File: src/rtl/frame_stream_pkg.sv
// Shared types and widths for the raster pixel-stream reader.
package frame_stream_pkg;

   localparam int COORD_W = 10;
   localparam int PIX_W   = 8;

   typedef enum logic [1:0] {
      ST_IDLE,
      ST_STREAM,
      ST_HBLANK,
      ST_DRAIN
   } state_t;

endpackage

File: src/rtl/raster_coord_counter.sv
// Column/row/address counters walking a frame in raster order.
// The address is maintained incrementally and runs on across row boundaries.
module raster_coord_counter
   import frame_stream_pkg::*;
#(
   parameter int IMAGE_WIDTH  = 640,
   parameter int IMAGE_HEIGHT = 480,
   parameter int ADDR_WIDTH   = 19,
   parameter int BASE_ADDR    = 0
)
(
   input  logic                  clk,
   input  logic                  reset,
   input  logic                  clear,
   input  logic                  advance,
   output logic [COORD_W-1:0]    col,
   output logic [COORD_W-1:0]    row,
   output logic [ADDR_WIDTH-1:0] addr,
   output logic                  last_col,
   output logic                  last_frame
);

   localparam logic [COORD_W-1:0]    LAST_COL = COORD_W'(IMAGE_WIDTH - 1);
   localparam logic [COORD_W-1:0]    LAST_ROW = COORD_W'(IMAGE_HEIGHT - 1);
   localparam logic [ADDR_WIDTH-1:0] BASE     = ADDR_WIDTH'(BASE_ADDR);

   assign last_col   = (col == LAST_COL);
   assign last_frame = last_col && (row == LAST_ROW);

   // Step one pixel per advance; wrap the column and bump the row at row end.
   always_ff @(posedge clk) begin
      if (reset || clear) begin
         col  <= '0;
         row  <= '0;
         addr <= BASE;
      end else if (advance) begin
         addr <= addr + ADDR_WIDTH'(1);
         if (last_col) begin
            col <= '0;
            row <= row + COORD_W'(1);
         end else begin
            col <= col + COORD_W'(1);
         end
      end
   end

endmodule

File: src/rtl/frame_stream_reader.sv
// Reads one frame from the frame-buffer BRAM and streams it as
// coincident pixel/valid/col/row for the convolution engine.
module frame_stream_reader
   import frame_stream_pkg::*;
#(
   parameter int IMAGE_WIDTH  = 640,
   parameter int IMAGE_HEIGHT = 480,
   parameter int ADDR_WIDTH   = 19,
   parameter int BASE_ADDR    = 0,
   parameter int HBLANK       = 0
)
(
   input  logic                  clk,
   input  logic                  reset,
   input  logic                  start,
   input  logic                  abort,
   input  logic                  pause,
   output logic                  mem_rd_en,
   output logic [ADDR_WIDTH-1:0] mem_addr,
   input  logic [PIX_W-1:0]      mem_rdata,
   output logic [PIX_W-1:0]      pixel_out,
   output logic                  pixel_valid,
   output logic [COORD_W-1:0]    col,
   output logic [COORD_W-1:0]    row,
   output logic                  line_end,
   output logic                  busy,
   output logic                  done
);

   localparam logic [COORD_W-1:0] LAST_COL = COORD_W'(IMAGE_WIDTH - 1);
   localparam logic [15:0]        HB_LAST  = 16'((HBLANK > 0) ? (HBLANK - 1) : 0);
   localparam bit                 USE_HB   = (HBLANK > 0);

   state_t                  state;
   state_t                  next_state;
   logic                    cnt_clear;
   logic                    cnt_advance;
   logic [COORD_W-1:0]      cnt_col;
   logic [COORD_W-1:0]      cnt_row;
   logic [ADDR_WIDTH-1:0]   cnt_addr;
   logic [ADDR_WIDTH-1:0]   addr_hold;
   logic                    last_col;
   logic                    last_frame;
   logic [15:0]             hb_cnt;
   logic [1:0]              drain_cnt;
   logic                    s1_valid;
   logic [COORD_W-1:0]      s1_col;
   logic [COORD_W-1:0]      s1_row;
   logic                    flush;

   raster_coord_counter #(
      .IMAGE_WIDTH  (IMAGE_WIDTH),
      .IMAGE_HEIGHT (IMAGE_HEIGHT),
      .ADDR_WIDTH   (ADDR_WIDTH),
      .BASE_ADDR    (BASE_ADDR)
   ) u_coord (
      .clk        (clk),
      .reset      (reset),
      .clear      (cnt_clear),
      .advance    (cnt_advance),
      .col        (cnt_col),
      .row        (cnt_row),
      .addr       (cnt_addr),
      .last_col   (last_col),
      .last_frame (last_frame)
   );

   // Abort only matters once a frame is running; it empties the pipeline.
   assign flush    = abort && (state != ST_IDLE);
   assign mem_addr = mem_rd_en ? cnt_addr : addr_hold;

   // State register.
   always_ff @(posedge clk) begin
      if (reset) state <= ST_IDLE;
      else       state <= next_state;
   end

   // Next-state logic plus read strobe, counter control and status.
   always_comb begin
      next_state  = state;
      mem_rd_en   = 1'b0;
      cnt_advance = 1'b0;
      cnt_clear   = 1'b0;
      busy        = 1'b1;
      done        = 1'b0;
      case (state)
         ST_IDLE: begin
            busy = 1'b0;
            if (start && !abort) begin
               next_state = ST_STREAM;
               cnt_clear  = 1'b1;
            end
         end
         ST_STREAM: begin
            if (abort) begin
               next_state = ST_IDLE;
            end else if (!pause) begin
               mem_rd_en   = 1'b1;
               cnt_advance = 1'b1;
               if (last_frame)            next_state = ST_DRAIN;
               else if (last_col && USE_HB) next_state = ST_HBLANK;
            end
         end
         ST_HBLANK: begin
            if (abort)                  next_state = ST_IDLE;
            else if (hb_cnt == HB_LAST) next_state = ST_STREAM;
         end
         ST_DRAIN: begin
            if (abort) begin
               next_state = ST_IDLE;
            end else if (drain_cnt == 2'd2) begin
               done       = 1'b1;
               next_state = ST_IDLE;
            end
         end
         default: next_state = ST_IDLE;
      endcase
   end

   // Cycle counters for blanking and draining, restarted on every entry.
   always_ff @(posedge clk) begin
      if (reset || state != ST_HBLANK) hb_cnt <= '0;
      else                             hb_cnt <= hb_cnt + 16'd1;
      if (reset || state != ST_DRAIN)  drain_cnt <= '0;
      else                             drain_cnt <= drain_cnt + 2'd1;
   end

   // Remember the last issued address so mem_addr is steady between reads.
   always_ff @(posedge clk) begin
      if (reset)          addr_hold <= '0;
      else if (mem_rd_en) addr_hold <= cnt_addr;
   end

   // Valid flags of the two-stage read pipeline; abort kills both stages.
   always_ff @(posedge clk) begin
      if (reset || flush) begin
         s1_valid    <= 1'b0;
         pixel_valid <= 1'b0;
         line_end    <= 1'b0;
      end else begin
         s1_valid    <= mem_rd_en;
         pixel_valid <= s1_valid;
         line_end    <= s1_valid && (s1_col == LAST_COL);
      end
   end

   // Coordinates ride alongside the read so they line up with the returned data.
   always_ff @(posedge clk) begin
      if (reset) begin
         s1_col    <= '0;
         s1_row    <= '0;
         col       <= '0;
         row       <= '0;
         pixel_out <= '0;
      end else begin
         s1_col    <= cnt_col;
         s1_row    <= cnt_row;
         col       <= s1_col;
         row       <= s1_row;
         pixel_out <= mem_rdata;
      end
   end

endmodule

File: config.mk
export PLATFORM = sky130hd
export DESIGN_NAME = frame_stream_reader
export DESIGN_NICKNAME = d
export VERILOG_FILES = /design/src/rtl/frame_stream_pkg.sv /design/src/rtl/raster_coord_counter.sv /design/src/rtl/frame_stream_reader.sv
export SDC_FILE = /design/constraint.sdc
export NUM_CORES = 1
export LEC_CHECK = 0
export BUFFER_PORTS_ARGS = -buffer_cell sky130_fd_sc_hd__buf_2
export CORE_ASPECT_RATIO = 0.8
export CORE_MARGIN = 3
export CORE_UTILIZATION = 61
export CTS_CLUSTER_DIAMETER = 50
export DETAILED_ROUTE_END_ITERATION = 16
export PLACE_DENSITY = 0.84
export SYNTH_ARGS = -nofsm -noshare
export SYNTH_HDL_FRONTEND = slang
export SYNTH_SLANG_ARGS = --single-unit
File: constraint.sdc
create_clock -name clk -period 3.57 [get_ports clk]
set_input_delay 0.1785 -clock clk [delete_from_list [all_inputs] [get_ports clk]]
set_output_delay 0.1785 -clock clk [all_outputs]
set_load 0.02 [all_outputs]
==> results of run 1 <==
## area by class of cell
class                   instances  area share (%)
clock buffers                  17            6.99
repair buffers                 74            7.05
well taps                     105            2.22
flip-flops and latches        129            43.6
multi-input cells             377            36.8
inverters                       8           0.591
clock inverters                15            2.83
## flip-flops by register name (all words and copies together) (netlist names), 8 cells and up
name          flops
s1_col           10
pixel_out         8
u_coord.addr     19
addr_hold        19
hb_cnt           16
row              10
s1_row           10
u_coord.row      10
col              10
u_coord.col      10
## tightest hold or removal path: stages
cell	delay, ns
buf_2	0.11
nor2b_1	0.08
nand2_1	0.09
nor2_1	0.04
## metal layers
| metal | track usage [%] | part of all wire (%) |
|---|---|---|
| met1 | 27.6 | 44 |
| met2 | 37.7 | 48 |
| met3 | 8.13 | 5.5 |
| met4 | 9.65 | 2.5 |
| met5 | 0 | 0 |
## worst max path at each step
stage,start,endpoint,slack [ns]
4_1_cts,state[1],u_coord.row[5],0.92
3_3_place_gp,state[0],u_coord.row[5],1.11
6_report,state[1],u_coord.row[5],0.87
3_5_place_dp,state[1],u_coord.row[5],0.94
5_1_grt,state[0],u_coord.row[5],0.70
2_1_floorplan,state[1],u_coord.row[7],1.62
## kinds of logic after synthesis
family	after synthesis	share of synthesized area (%)
AOI/OAI and AO/OA	57	6.90
muxes	1	0.204
buffers and inverters	30	2.78
adders and majority gates	6	1.53
xor gates and xnor gates	26	4.65
and+or+nand+nor	287	31.2
DFF	129	52.7
## layout by cell type (no fill, tap or decap), types with 7 or more instances in the layout
cell type	n
clkbuf_16	16
or3_1	13
nand3_1	21
dfxtp_1	129
nor2_1	34
nand4_1	15
dlygate4sd3_1	9
inv_1	7
xnor2_1	9
o31ai_1	10
o21ai_0	15
or4_1	11
nand2_1	83
a21oi_1	24
buf_2	64
xor2_1	17
nor2b_1	71
## power groups by stage
stage,registers (µW),clock network (µW),logic (µW)
after detailed placement,1480,0,60.3
final,1450,1660,69.4
after global placement,1480,0,58.6
after floorplan,1490,0,34.5
after CTS,1450,1680,68.9
after global routing,1450,1760,75.5
## through the flow
stage | instances | util [%] | instance area (µm²) | hold slack (ns)
finish | 725 | 78.0 | 5930 | 0.0345
global route | 725 | 78.0 | 5930 | 0.0309
CTS | 725 | 78.0 | 5930 | 0.0142
detailed placement | 684 | 69.1 | 5260 | 0.395
global placement | 684 | 69.1 | 5260 | 0.384
floorplan | 536 | - | 4900 | 0.268
## Yosys cell counts (all sizes together)
cell type / instances
a2111oi: 1
a21oi: 24
a41oi: 1
and2: 5
and3: 6
and3b: 1
and4: 4
buf: 6
clkbuf: 16
dfxtp: 129
ha: 6
inv: 8
mux2i: 1
nand2: 83
nand2b: 2
nand3: 22
nand4: 15
nor2: 34
nor2b: 71
nor3: 5
nor3b: 1
nor4: 6
nor4b: 2
nor4bb: 2
o21a: 2
o21ai: 15
o311ai: 1
o31ai: 10
o32ai: 1
o41ai: 2
or2: 3
or3: 13
or4: 11
or4b: 1
xnor2: 9
xor2: 17
==> results_dict.tcl, run 1 <==
set metrics [dict create \
    ys.warnings.count 0 \
    grt_usage_pct 23.0 \
    grt_max_degree 73 \
    register_area_um2 2580 \
    clk_pin_slew_ns 0.06 \
    synth_area_leaders "dfxtp_1 53%, nor2b_1 9.1%, nand2_1 6.4%, xor2_1 3.0%, nor2_1 2.6%" \
    hold_buffers 9 \
    finalWirelength_mm 9.99 \
    die_y_um 86.2 \
    pre_cts_slack_ns 0.938 \
    powerDensity_nw_per_um2 536 \
    max-cap-violations 0 \
    rr_startpoint "state[1]" \
    power.switching_uw 747 \
    overflow 0 \
    p_clk_share_pct 52.2 \
    viasPerCell 5.42 \
    dpl.hpwl_mm 6.40 \
    rows 28 \
    internal-power_uw 2430 \
    ys_seq_area_share_pct 52.7 \
    root_buffer "clkbuf_8" \
    fin_skew_ns 0.00748 \
    cp_slowest_cell "or4b_4" \
    synth_top_cell_by_area "dfxtp_1" \
    power.total_uw 3180 \
    die_x_um 106 \
    cts_setup_buffers 0 \
    status "finished, final reports clean" \
    cp_cell_sequence "or4b_4 -> inv_6 -> nand4_1 -> or4_1 -> a21oi_1" \
    timing.slew.headroom_pct 54.2 \
    slew_violations 0 \
    first_pass_iters 5 \
    avgSynthCellArea_um2 9.14 \
    worst-path-buf-inv 1 \
    grt_pass1_vias 3662 \
    min-delay-start "reset" \
    comb_power_share_pct 2.2 \
    ys_types 40 \
    setup.worst_path.end_class "flip-flop" \
    nets 626 \
    via_count 3928 \
    syn-instance-count 536 \
    seq_power_share_pct 45.6 \
    p_sw_share_pct 23.5 \
    tns_ns 0 \
    synth_seq_cells 129 \
    r2r_cells 5 \
    max_freq_mhz 370 \
    r2r_slack_ns 0.87 \
    start_kind "flip-flop" \
    crit_required_ns 4.01 \
    tritoncts "built" \
    drtIter0Drc 198 \
    n_antenna_cell 0 \
    hold_path_depth 4 \
    drt-wirelength-per-cell_um 13.8 \
    synthToLayoutAreaGrowth_pct 21.0 \
    die_area_um2 9150 \
    path_depth 5 \
    hold_end "drain_cnt[0]" \
    core_area_um2 7600 \
    syn_area_um2 4900 \
    max-vdd-ir-drop_mv 0.408 \
    antenna_found_initial 0 \
    drc 0 \
    numClockSinks 129 \
    rsz0062_at_grt "false" \
    finalCritPeriodShare_pct 75.7 \
    finalSetupViolCount 0 \
    start_util_pct 64.4 \
    ctsResizeCount 0 \
    cp_max_fo 35 \
    htree_levels 4 \
    critPathMaxStageDelay_ns 0.75 \
    hp-class "primary input to flip-flop" \
    clock_path_buffers 2 \
    critical_path.top_delay_family "simple AND/OR/NAND/NOR gates" \
    synth_nets 555 \
    period_needed_ns 2.70 \
    r2r_end "u_coord.row[5]" \
    num-fill-cells 494 \
    num_io_pins 65 \
    crit_type "flip-flop to flip-flop" \
    cp.arrival_ns 3.14 \
    io_buffers 64 \
    cts_buffers 17 \
    multiInputGateArea_um2 2180 \
    leakagePower_uw 0.00237 \
    antenna_left 0 \
    tightestPinTransition_ns 0.686 \
    globalplace.congestion 0.866 \
    clock_latency_ns 0.52 \
    grt_pass1_wl_mm 16.8 \
    hold_viol 0 \
    drive_gt1_share_pct 16.6 \
    synth_top_area_share_pct 52.7 \
    fin_ws_ns 0.867 \
]
(Power assumes the default switching activity.)
==> run 2: changes to the inputs <==
--- a/config.mk
+++ b/config.mk
@@ -8,10 +8,10 @@
 export BUFFER_PORTS_ARGS = -buffer_cell sky130_fd_sc_hd__buf_2
 export CORE_ASPECT_RATIO = 0.8
 export CORE_MARGIN = 3
-export CORE_UTILIZATION = 61
+export CORE_UTILIZATION = 51
 export CTS_CLUSTER_DIAMETER = 50
 export DETAILED_ROUTE_END_ITERATION = 16
-export PLACE_DENSITY = 0.84
+export PLACE_DENSITY = 0.75
 export SYNTH_ARGS = -nofsm -noshare
 export SYNTH_HDL_FRONTEND = slang
 export SYNTH_SLANG_ARGS = --single-unit
==> constraint.sdc (replaced) <==
create_clock -name clk -period 2.23 [get_ports clk]
set_input_delay 0.1115 -clock clk [delete_from_list [all_inputs] [get_ports clk]]
set_output_delay 0.1115 -clock clk [all_outputs]
set_load 0.02 [all_outputs]
==> results_dict.tcl, run 2 (synthesis results as in run 1) <==
set metrics [dict create \
    tightestPinTransition_ns 0.574 \
    overflow 0 \
    cp_slowest_cell "or4b_4" \
    clock_path_buffers 2 \
    max-cap-violations 0 \
    leakagePower_uw 0.00241 \
    rows 31 \
    slew_violations 0 \
    finalCritPeriodShare_pct 93.6 \
    cpMostUsedCell "nand2_1" \
    max-vdd-ir-drop_mv 0.503 \
    cp.arrival_ns 1.98 \
    clock_latency_ns 0.41 \
    min-delay-start "reset" \
    first_pass_iters 4 \
    worst-path-buf-inv 3 \
    die_y_um 93.7 \
    synthToLayoutAreaGrowth_pct 22.7 \
    finalSetupViolCount 0 \
    max_freq_mhz 479 \
    clk_pin_slew_ns 0.05 \
    grt_pass1_vias 3648 \
    antenna_found_initial 0 \
    rr_startpoint "u_coord.col[6]" \
    tns_ns 0 \
    hold_viol 0 \
    final_common_cell "dfxtp_1" \
    powerDensity_nw_per_um2 856 \
    drive_gt1_share_pct 17.2 \
    numClockSinks 129 \
    io_buffers 64 \
    globalplace.congestion 0.851 \
    grt_max_degree 57 \
    cp_max_fo 18 \
    start_kind "flip-flop" \
    drtIter0Drc 184 \
    crit_type "flip-flop to primary output" \
    finalWirelength_mm 9.88 \
    reg_top3 "addr_hold: 19 flops, u_coord.addr: 19 flops, hb_cnt: 16 flops" \
    grt_usage_pct 19.3 \
    drt-wirelength-per-cell_um 13.3 \
    cts_setup_buffers 0 \
    start_util_pct 53.3 \
    core_area_um2 9190 \
    hp-class "primary input to flip-flop" \
    post-route-util_pct 65.4 \
    crit_start "state[1]" \
    crit_required_ns 2.12 \
    hold_slack_ns 0.0848 \
    critPathMaxStageDelay_ns 0.57 \
    grt_pass1_wl_mm 16.5 \
    period_needed_ns 2.09 \
    fin_skew_ns 0.00551 \
    cp_cell_sequence "or4b_4 -> inv_6 -> buf_6 -> nand2_1 -> nand2_1 -> buf_2" \
    via_count 3875 \
    die_area_um2 10800 \
    most-common-layout-cells "129 x dfxtp_1, 83 x nand2_1, 71 x nor2b_1" \
    pre_cts_slack_ns 0.209 \
    viasPerCell 5.22 \
    tritoncts "built" \
    timing.slew.headroom_pct 61.2 \
    finalNonFillerCells 742 \
    status "finished, final reports clean" \
    htree_levels 4 \
    root_buffer "clkbuf_16" \
    dpl.hpwl_mm 6.51 \
    setup.worst_path.end_class "primary output" \
    n_antenna_cell 0 \
    die_x_um 116 \
    fin_ws_ns 0.142 \
    num_io_pins 65 \
    nets 633 \
    critical_path.top_delay_family "simple AND/OR/NAND/NOR gates" \
    cts_buffers 17 \
    antenna_left 0 \
    dp.cells 701 \
    rsz0062_at_grt "false" \
    drc 0 \
]
[run 2: changes by cell type in the layout (fill, tap and decap cells not counted), sizes merged]
cell	delta
buf	+7
bufinv	+1
clkbuf	+6
inv	-9
clkinvlp	+2
[run 2: metal layers]
layer | part of all wire (%) | up-vias | global-route usage, %
li1 | - | 1981 | -
met3 | 4.7 | 15 | 5.54
met4 | 1.9 | 0 | 9.19
met5 | 0 | - | 0
met2 | 45 | 99 | 30.8
met1 | 48 | 1780 | 24.0
[run 2: final timing paths]
path | endpoint | slack, ns | depth (start not counted)
max | mem_addr[9] | 0.14 | 6
min | addr_hold[5] | 0.08 | 2
min reg2reg | drain_cnt[0] | 0.41 | 1
max reg2reg | u_coord.row[7] | 0.15 | 4
[run 2: cell type report]
type / count / area [µm²]
clock buffers: 23 / 488
well taps: 115 / 144
repair buffers: 81 / 474
clock inverters: 9 / 105
flip-flops and latches: 129 / 2580
fillers: 742 / 3180
inverters: 8 / 35.0
multi-input cells: 377 / 2180
[run 2: what timing repair did]
| action | in CTS | in global routing |
|---|---|---|
| endpoints found under the setup margin | 0 | 1 |
| gates resized for setup | 0 | 1 |
| hold buffers | 9 | 0 |
| endpoints found under the hold margin | 9 | 0 |
[run 2: per-stage QoR]
stage / total power, µW / instance area (µm²)
after global placement: 2470 / 5320
after global routing: 5300 / 6010
after detailed placement: 2470 / 5320
after floorplan: 2430 / 4900
final: 5140 / 6010
after CTS: 5190 / 6000
[run 2: worst register-to-register path, cell delays in order (launching register included)]
cell,delay (ns)
dfxtp_1,0.42
nor4bb_1,0.51
nand4_1,0.36
or4_1,0.55
a21oi_1,0.16
[run 2: where the power goes]
group / total [µW] / switching [µW] / internal (µW)
combinational: 114 / 73.1 / 41.0
clock: 2710 / 951 / 1760
sequential: 2320 / 3.41 / 2320
total: 5140 / 1030 / 4110
